**config.mk**
```make
export PLATFORM = sky130hd
export DESIGN_NAME = pipe_hazard_ctrl
export DESIGN_NICKNAME = d
export VERILOG_FILES = /design/src/rtl/pipe_hazard_ctrl_pkg.sv /design/src/rtl/pipe_hazard_ctrl_scoreboard.sv /design/src/rtl/pipe_hazard_ctrl.sv
export SDC_FILE = /design/constraint.sdc
export NUM_CORES = 1
export LEC_CHECK = 0
export CORE_MARGIN = 4
export CORE_UTILIZATION = 42
export DETAILED_ROUTE_END_ITERATION = 8
export PLACE_DENSITY = 0.64
export SYNTH_ARGS = -nofsm -noshare
export SYNTH_HDL_FRONTEND = slang
export SYNTH_SLANG_ARGS = --single-unit
```
**constraint.sdc**
```tcl
create_clock -name clk -period 3.44 [get_ports clk]
set_input_delay 0.516 -clock clk [delete_from_list [all_inputs] [get_ports clk]]
set_output_delay 0.516 -clock clk [all_outputs]
set_load 0.03 [all_outputs]
```
**src/rtl/pipe_hazard_ctrl_pkg.sv**
```systemverilog
// Shared definitions for the pipeline hazard controller: register-file geometry,
// default latencies, opcode constants and the flush FSM encoding.
package pipe_hazard_ctrl_pkg;

  localparam int REGNOBITS    = 4;
  localparam int NREGS        = 1 << REGNOBITS;
  localparam int WB_LAT_DEF   = 2;
  localparam int CNTBITS_DEF  = 32;

  localparam logic [5:0] OP1_SPECIAL = 6'o00;
  localparam logic [5:0] OP1_JAL     = 6'o03;
  localparam logic [5:0] OP1_BEQ     = 6'o04;
  localparam logic [5:0] OP1_BNE     = 6'o05;
  localparam logic [5:0] OP1_ADDI    = 6'o10;
  localparam logic [5:0] OP1_LW      = 6'o43;
  localparam logic [5:0] OP1_SW      = 6'o53;

  localparam logic [5:0] OP2_ADD     = 6'o40;
  localparam logic [5:0] OP2_SUB     = 6'o42;
  localparam logic [5:0] OP2_AND     = 6'o44;
  localparam logic [5:0] OP2_OR      = 6'o45;

  typedef enum logic {
    RUN   = 1'b0,
    FLUSH = 1'b1
  } flush_state_e;

  typedef logic [1:0] pend_t;

  function automatic pend_t pend_dec(input pend_t p);
    return (p == '0) ? p : p - 2'd1;
  endfunction

endpackage

```
**src/rtl/pipe_hazard_ctrl_scoreboard.sv**
```systemverilog
// Per-register pending-write down-counters: two read ports for the ID sources,
// one load port for the issuing destination, global decrement every cycle.
module hz_scoreboard
  import pipe_hazard_ctrl_pkg::*;
#(
  parameter int WB_LAT = WB_LAT_DEF
) (
  input  logic                 clk,
  input  logic                 reset_n,
  input  logic [REGNOBITS-1:0] rd_a,
  input  logic [REGNOBITS-1:0] rd_b,
  input  logic                 set_en,
  input  logic [REGNOBITS-1:0] set_reg,
  output logic                 busy_a,
  output logic                 busy_b
);

  pend_t pend_q [NREGS];
  pend_t pend_d [NREGS];

  // A load on the same entry wins over its decrement.
  always_comb begin
    for (int r = 0; r < NREGS; r++) begin
      pend_d[r] = pend_dec(pend_q[r]);
      if (set_en && (set_reg == REGNOBITS'(r))) begin
        pend_d[r] = pend_t'(WB_LAT);
      end
    end
  end

  always_ff @(posedge clk or negedge reset_n) begin
    if (!reset_n) begin
      for (int r = 0; r < NREGS; r++) begin
        pend_q[r] <= '0;
      end
    end else begin
      for (int r = 0; r < NREGS; r++) begin
        pend_q[r] <= pend_d[r];
      end
    end
  end

  always_comb begin
    busy_a = (pend_q[rd_a] != '0);
    busy_b = (pend_q[rd_b] != '0);
  end

endmodule

```
**src/rtl/pipe_hazard_ctrl.sv**
```systemverilog
// Pipeline sequencer: RAW stall detection via the scoreboard, mispredict flush FSM,
// output gating after reset and saturating stall/flush performance counters.
module pipe_hazard_ctrl
  import pipe_hazard_ctrl_pkg::*;
#(
  parameter int WB_LAT  = WB_LAT_DEF,
  parameter int CNTBITS = CNTBITS_DEF
) (
  input  logic                 clk,
  input  logic                 reset_n,
  input  logic                 valid_id,
  input  logic [REGNOBITS-1:0] rs_id,
  input  logic [REGNOBITS-1:0] rt_id,
  input  logic                 use_rs_id,
  input  logic                 use_rt_id,
  input  logic                 wr_reg_id,
  input  logic [REGNOBITS-1:0] wregno_id,
  input  logic                 mispred_ex,
  output logic                 stall,
  output logic                 flush_id,
  output logic                 issue_id,
  output logic [CNTBITS-1:0]   stall_cnt,
  output logic [CNTBITS-1:0]   flush_cnt
);

  logic               run_q, run_d;
  flush_state_e       state_q, state_d;
  logic               flush_raw;
  logic               busy_rs, busy_rt, hazard;
  logic [CNTBITS-1:0] stall_cnt_q, stall_cnt_d;
  logic [CNTBITS-1:0] flush_cnt_q, flush_cnt_d;

  hz_scoreboard #(.WB_LAT(WB_LAT)) u_sb (
    .clk     (clk),
    .reset_n (reset_n),
    .rd_a    (rs_id),
    .rd_b    (rt_id),
    .set_en  (issue_id & wr_reg_id),
    .set_reg (wregno_id),
    .busy_a  (busy_rs),
    .busy_b  (busy_rt)
  );

  always_ff @(posedge clk or negedge reset_n) begin
    if (!reset_n) begin
      run_q       <= 1'b0;
      state_q     <= RUN;
      stall_cnt_q <= '0;
      flush_cnt_q <= '0;
    end else begin
      run_q       <= run_d;
      state_q     <= state_d;
      stall_cnt_q <= stall_cnt_d;
      flush_cnt_q <= flush_cnt_d;
    end
  end

  // A mispredict seen in FLUSH restarts the two-cycle kill window.
  always_comb begin
    state_d = state_q;
    case (state_q)
      RUN:     state_d = mispred_ex ? FLUSH : RUN;
      FLUSH:   state_d = mispred_ex ? FLUSH : RUN;
      default: state_d = RUN;
    endcase
  end

  always_comb begin
    flush_raw = 1'b0;
    case (state_q)
      RUN:     flush_raw = mispred_ex;
      FLUSH:   flush_raw = 1'b1;
      default: flush_raw = 1'b0;
    endcase
  end

  always_comb begin
    run_d    = 1'b1;
    hazard   = valid_id & ((use_rs_id & busy_rs) | (use_rt_id & busy_rt));
    flush_id = run_q & flush_raw;
    stall    = run_q & hazard & ~flush_id;
    issue_id = run_q & valid_id & ~hazard & ~flush_id;
  end

  always_comb begin
    stall_cnt_d = stall_cnt_q;
    flush_cnt_d = flush_cnt_q;
    if (stall && !(&stall_cnt_q)) begin
      stall_cnt_d = stall_cnt_q + CNTBITS'(1);
    end
    if (flush_id && !(&flush_cnt_q)) begin
      flush_cnt_d = flush_cnt_q + CNTBITS'(1);
    end
  end

  assign stall_cnt = stall_cnt_q;
  assign flush_cnt = flush_cnt_q;

endmodule
```
==> impl_results.md <==
- Post-synth EDFFs: 0
- Worst-path cell chain: clkdlybuf4s50_1 > nor3_1 > a21oi_1 > o32ai_1 > o31ai_1 > nand4_2 > and3b_1 > buf_4
- CTS H-tree depth: 3
- Initial antenna violation count: 0
- Fin crit share: 0.926
- Critical path class: input port to output port
- Worst Clk Skew: 11.5 ps
- WL per Instance: around 16 µm
- # rows: 40
- Min Tclk post-route: about 3200 ps
- Via count: a little under 4000
- Drt pass-1 iters: 4
- Critical path destination: issue_id
- PostCTS Resize Cnt: 0
- Total gr overflow: 0
- Met2 routed WL: 5700 µm
- Die X: between 100 and 150 µm
- Outcome: finished, final reports clean
- Worst-Margin Slew: 750 ps
- Syn Area/Cell: between 10 and 15 µm²
- # nets final: 626
- Cts hold-fix bufs: 0
- Die area: 0.0140 mm²
- Peak VDD IR: approximately 350 µV
- FF-to-FF path depth: 9
- IO Pins: 86
- CTS clk-pin slew, worst paths: 70 ps
- RSZ-0062 raised after global routing: no
- Top Metal Used: met4
- Distinct cell type count after synthesis: 50
- Crit path from: rt_id[1]
- Final Setup Violations: 0
- Global-route wire length before repair: 20700 µm
- CP bufs+invs: 2
- Synthesis Warnings: 0
- Inserted Clock Buffers: 9
- CP Data Required Time: 2920 ps
- Cell family contributing the most delay on the critical path: buffers and inverters
- Max Cap Viol: 0
- Root buffer cell: clkbuf_16
- Vias in the first global route: a little over 4000
- Met3 WL post-DR: 579 µm
- Mapped Area: 0.00511 mm²
- Max Root-Sink Buffers: 2
- CTS tree: built
- Starting DRT DRC Count: between 200 and 250
- R2R Path Start: stall_cnt[18]$_DFFE_PN0P_
- Register bit count reported by yosys: 98
- GP Congestion: 0.811
- Slowest cell delay on critical path: around 720 ps
- Arr. time, crit path: 2670 ps
- Peak Freq: 0.314 GHz
- Leakage: approximately 2.8 nW
- Setup TNS: 0 ps
- Syn Nets: 531
- Post-CTS Setup Repair Bufs: 0
- Number of cells on the critical path: 8
- CP endpoint kind: output port
- Slowest cell on crit path: clkdlybuf4s50_1
- Share of layout cells above drive strength 1: 0.0892
- Endpoints failing hold: 0
- Worst R2R Setup Slack: about 960 ps
- Critical path launch point type: input port
- Commonest non-fill, non-tap cells in the layout: 98 x dfrtp_1, 82 x clkdlybuf4s50_1, 57 x xnor2_1
- DRT antenna net count: 0
- Worst slew margin: 0.500
- Crit path max fanout: 11
- Ant diodes: 0
- CTS Sinks: between 90 and 100
- Metal1 wirelength: between 5000 and 6000 µm
- Vias per inst: roughly 5.3
- Total Wirelength: between 10000 and 15000 µm
- Pwr dens: approximately 650 mW/mm²
- Core Region: 0.0120 mm²
- Pin count of the biggest net entering global routing: 58
- Sequential fraction of the synthesis area: 0.480
- Most common cell after layout, fill and taps aside: dfrtp_1
- Async set-reset flop share out of synthesis: 1.00
- Layout area overhead: 26.3%
- Die height: ~120 µm
- All-Layer GR Usage: 0.180
- Max-slew violations: 0
- Setup ws final: 254 ps
- Final HPWL DP: around 8800 µm
- Pre-CTS setup slack: around 250 ps
- Ys flop type: dfrtp_1
- R2R Path End: stall_cnt[22]$_DFFE_PN0P_
- Syn Inst Count: ~500
- Initial Utilization: 0.427
- Hold Path Class: input port to async pin
- IO Port Bufs: 85
- Clock Latency Late Sink: approximately 350 ps
- DRC Markers: 0
==> Yosys cell counts (2+ instances only) <==
master,instances,share of area
dfrtp_1,98,0.48
xnor2_1,57,0.098
inv_1,39,0.029
a21oi_1,32,0.031
nand2_1,32,0.024
nor2_1,28,0.021
nand3_1,26,0.025
nand4_1,21,0.026
xor2_1,20,0.034
ha_1,18,0.044
o21ai_0,17,0.017
and3_1,13,0.016
nor3_1,13,0.013
and4_1,7,0.012
mux2_2,7,0.015
and2_1,6,0.0074
nand3b_1,5,0.0074
and3b_1,4,0.0069
a311oi_1,3,0.0051
nand2_2,3,0.0037
nand3_2,3,0.0059
nor3b_1,3,0.0044
a211oi_1,2,0.0029
a211oi_2,2,0.0049
a31oi_1,2,0.0024
buf_2,2,0.0020
buf_4,2,0.0029
buf_6,2,0.0044
mux4_2,2,0.0088
nand4_2,2,0.0049
nor4_1,2,0.0024
nor4_4,2,0.0083
o221ai_1,2,0.0034
==> sequential cells by signal, indices dropped and copies added, names as in the netlist <==
| register | count |
|---|---|
| stall_cnt | 32 |
| state_q | 1 |
| flush_cnt | 32 |
| run_q | 1 |
| u_sb.pend_q | 32 |
==> report_power, final <==
| group | switching, mW | internal [mW] | total, mW |
|---|---|---|---|
| Clock | 0.461 | 0.644 | 1.11 |
| Combinational | 0.750 | 0.653 | 1.40 |
| Sequential | 0.256 | 1.43 | 1.68 |
| Total | 1.47 | 2.72 | 4.19 |
==> how the worst min path moves through the flow <==
stage,from,to,slack [ps]
floorplan,reset_n,flush_cnt[0]$_DFFE_PN0P_,220
global placement,flush_cnt[6]$_DFFE_PN0P_,flush_cnt[6]$_DFFE_PN0P_,480
detailed placement,flush_cnt[18]$_DFFE_PN0P_,flush_cnt[18]$_DFFE_PN0P_,480
CTS,reset_n,u_sb.pend_q[7]$_DFFE_PN0P_,260
global route,reset_n,u_sb.pend_q[7]$_DFFE_PN0P_,290
finish,reset_n,u_sb.pend_q[7]$_DFFE_PN0P_,210
==> through the flow <==
step | power, mW | util | std cells | cell area, µm² | hold WS [ps]
global route | 4.53 | 0.539 | 741 | 6450 | 292
global placement | 3.06 | 0.512 | 725 | 6130 | 478
floorplan | 2.69 | - | 494 | 5110 | 220
detailed placement | 3.12 | 0.512 | 725 | 6130 | 479
finish | 4.19 | 0.539 | 741 | 6450 | 213
CTS | 4.24 | 0.539 | 741 | 6450 | 256
==> layout make-up <==
class | instances | area [µm²]
fillers | 1078 | 5510
multi-input cells | 350 | 2460
flip-flops and latches | 98 | 2450
repair buffers | 91 | 888
clock buffers | 9 | 225
well taps | 147 | 184
inverters | 39 | 146
clock inverters | 7 | 98.8
==> worst reg2reg max path: cells and delay by family (launching register included) <==
family                 cells  cell delay [ps]
AND/OR/NAND/NOR            6             1600
flip-flops                 1              420
buffers and inverters      1              210
XOR/XNOR                   1              120
AO/OA/AOI/OAI              1               60
==> layer usage <==
metal | vias to the layer above | GRT usage
met5 | - | 0
met3 | 14 | 0.0483
met2 | 80 | 0.294
met4 | 0 | 0.0579
met1 | 1915 | 0.233
li1 | 1922 | -
==> cell families after synthesis <==
logic type / share of synthesized area
AND/OR/NAND/NOR: 0.200
flip-flops: 0.480
XOR/XNOR: 0.132
AO/OA/AOI/OAI: 0.0774
buffers and inverters: 0.0387
adder cells (fa/ha/maj): 0.0441
multiplexers: 0.0265
other: 0.000734
No activity file was read; power rests on OpenSTA's default activity.
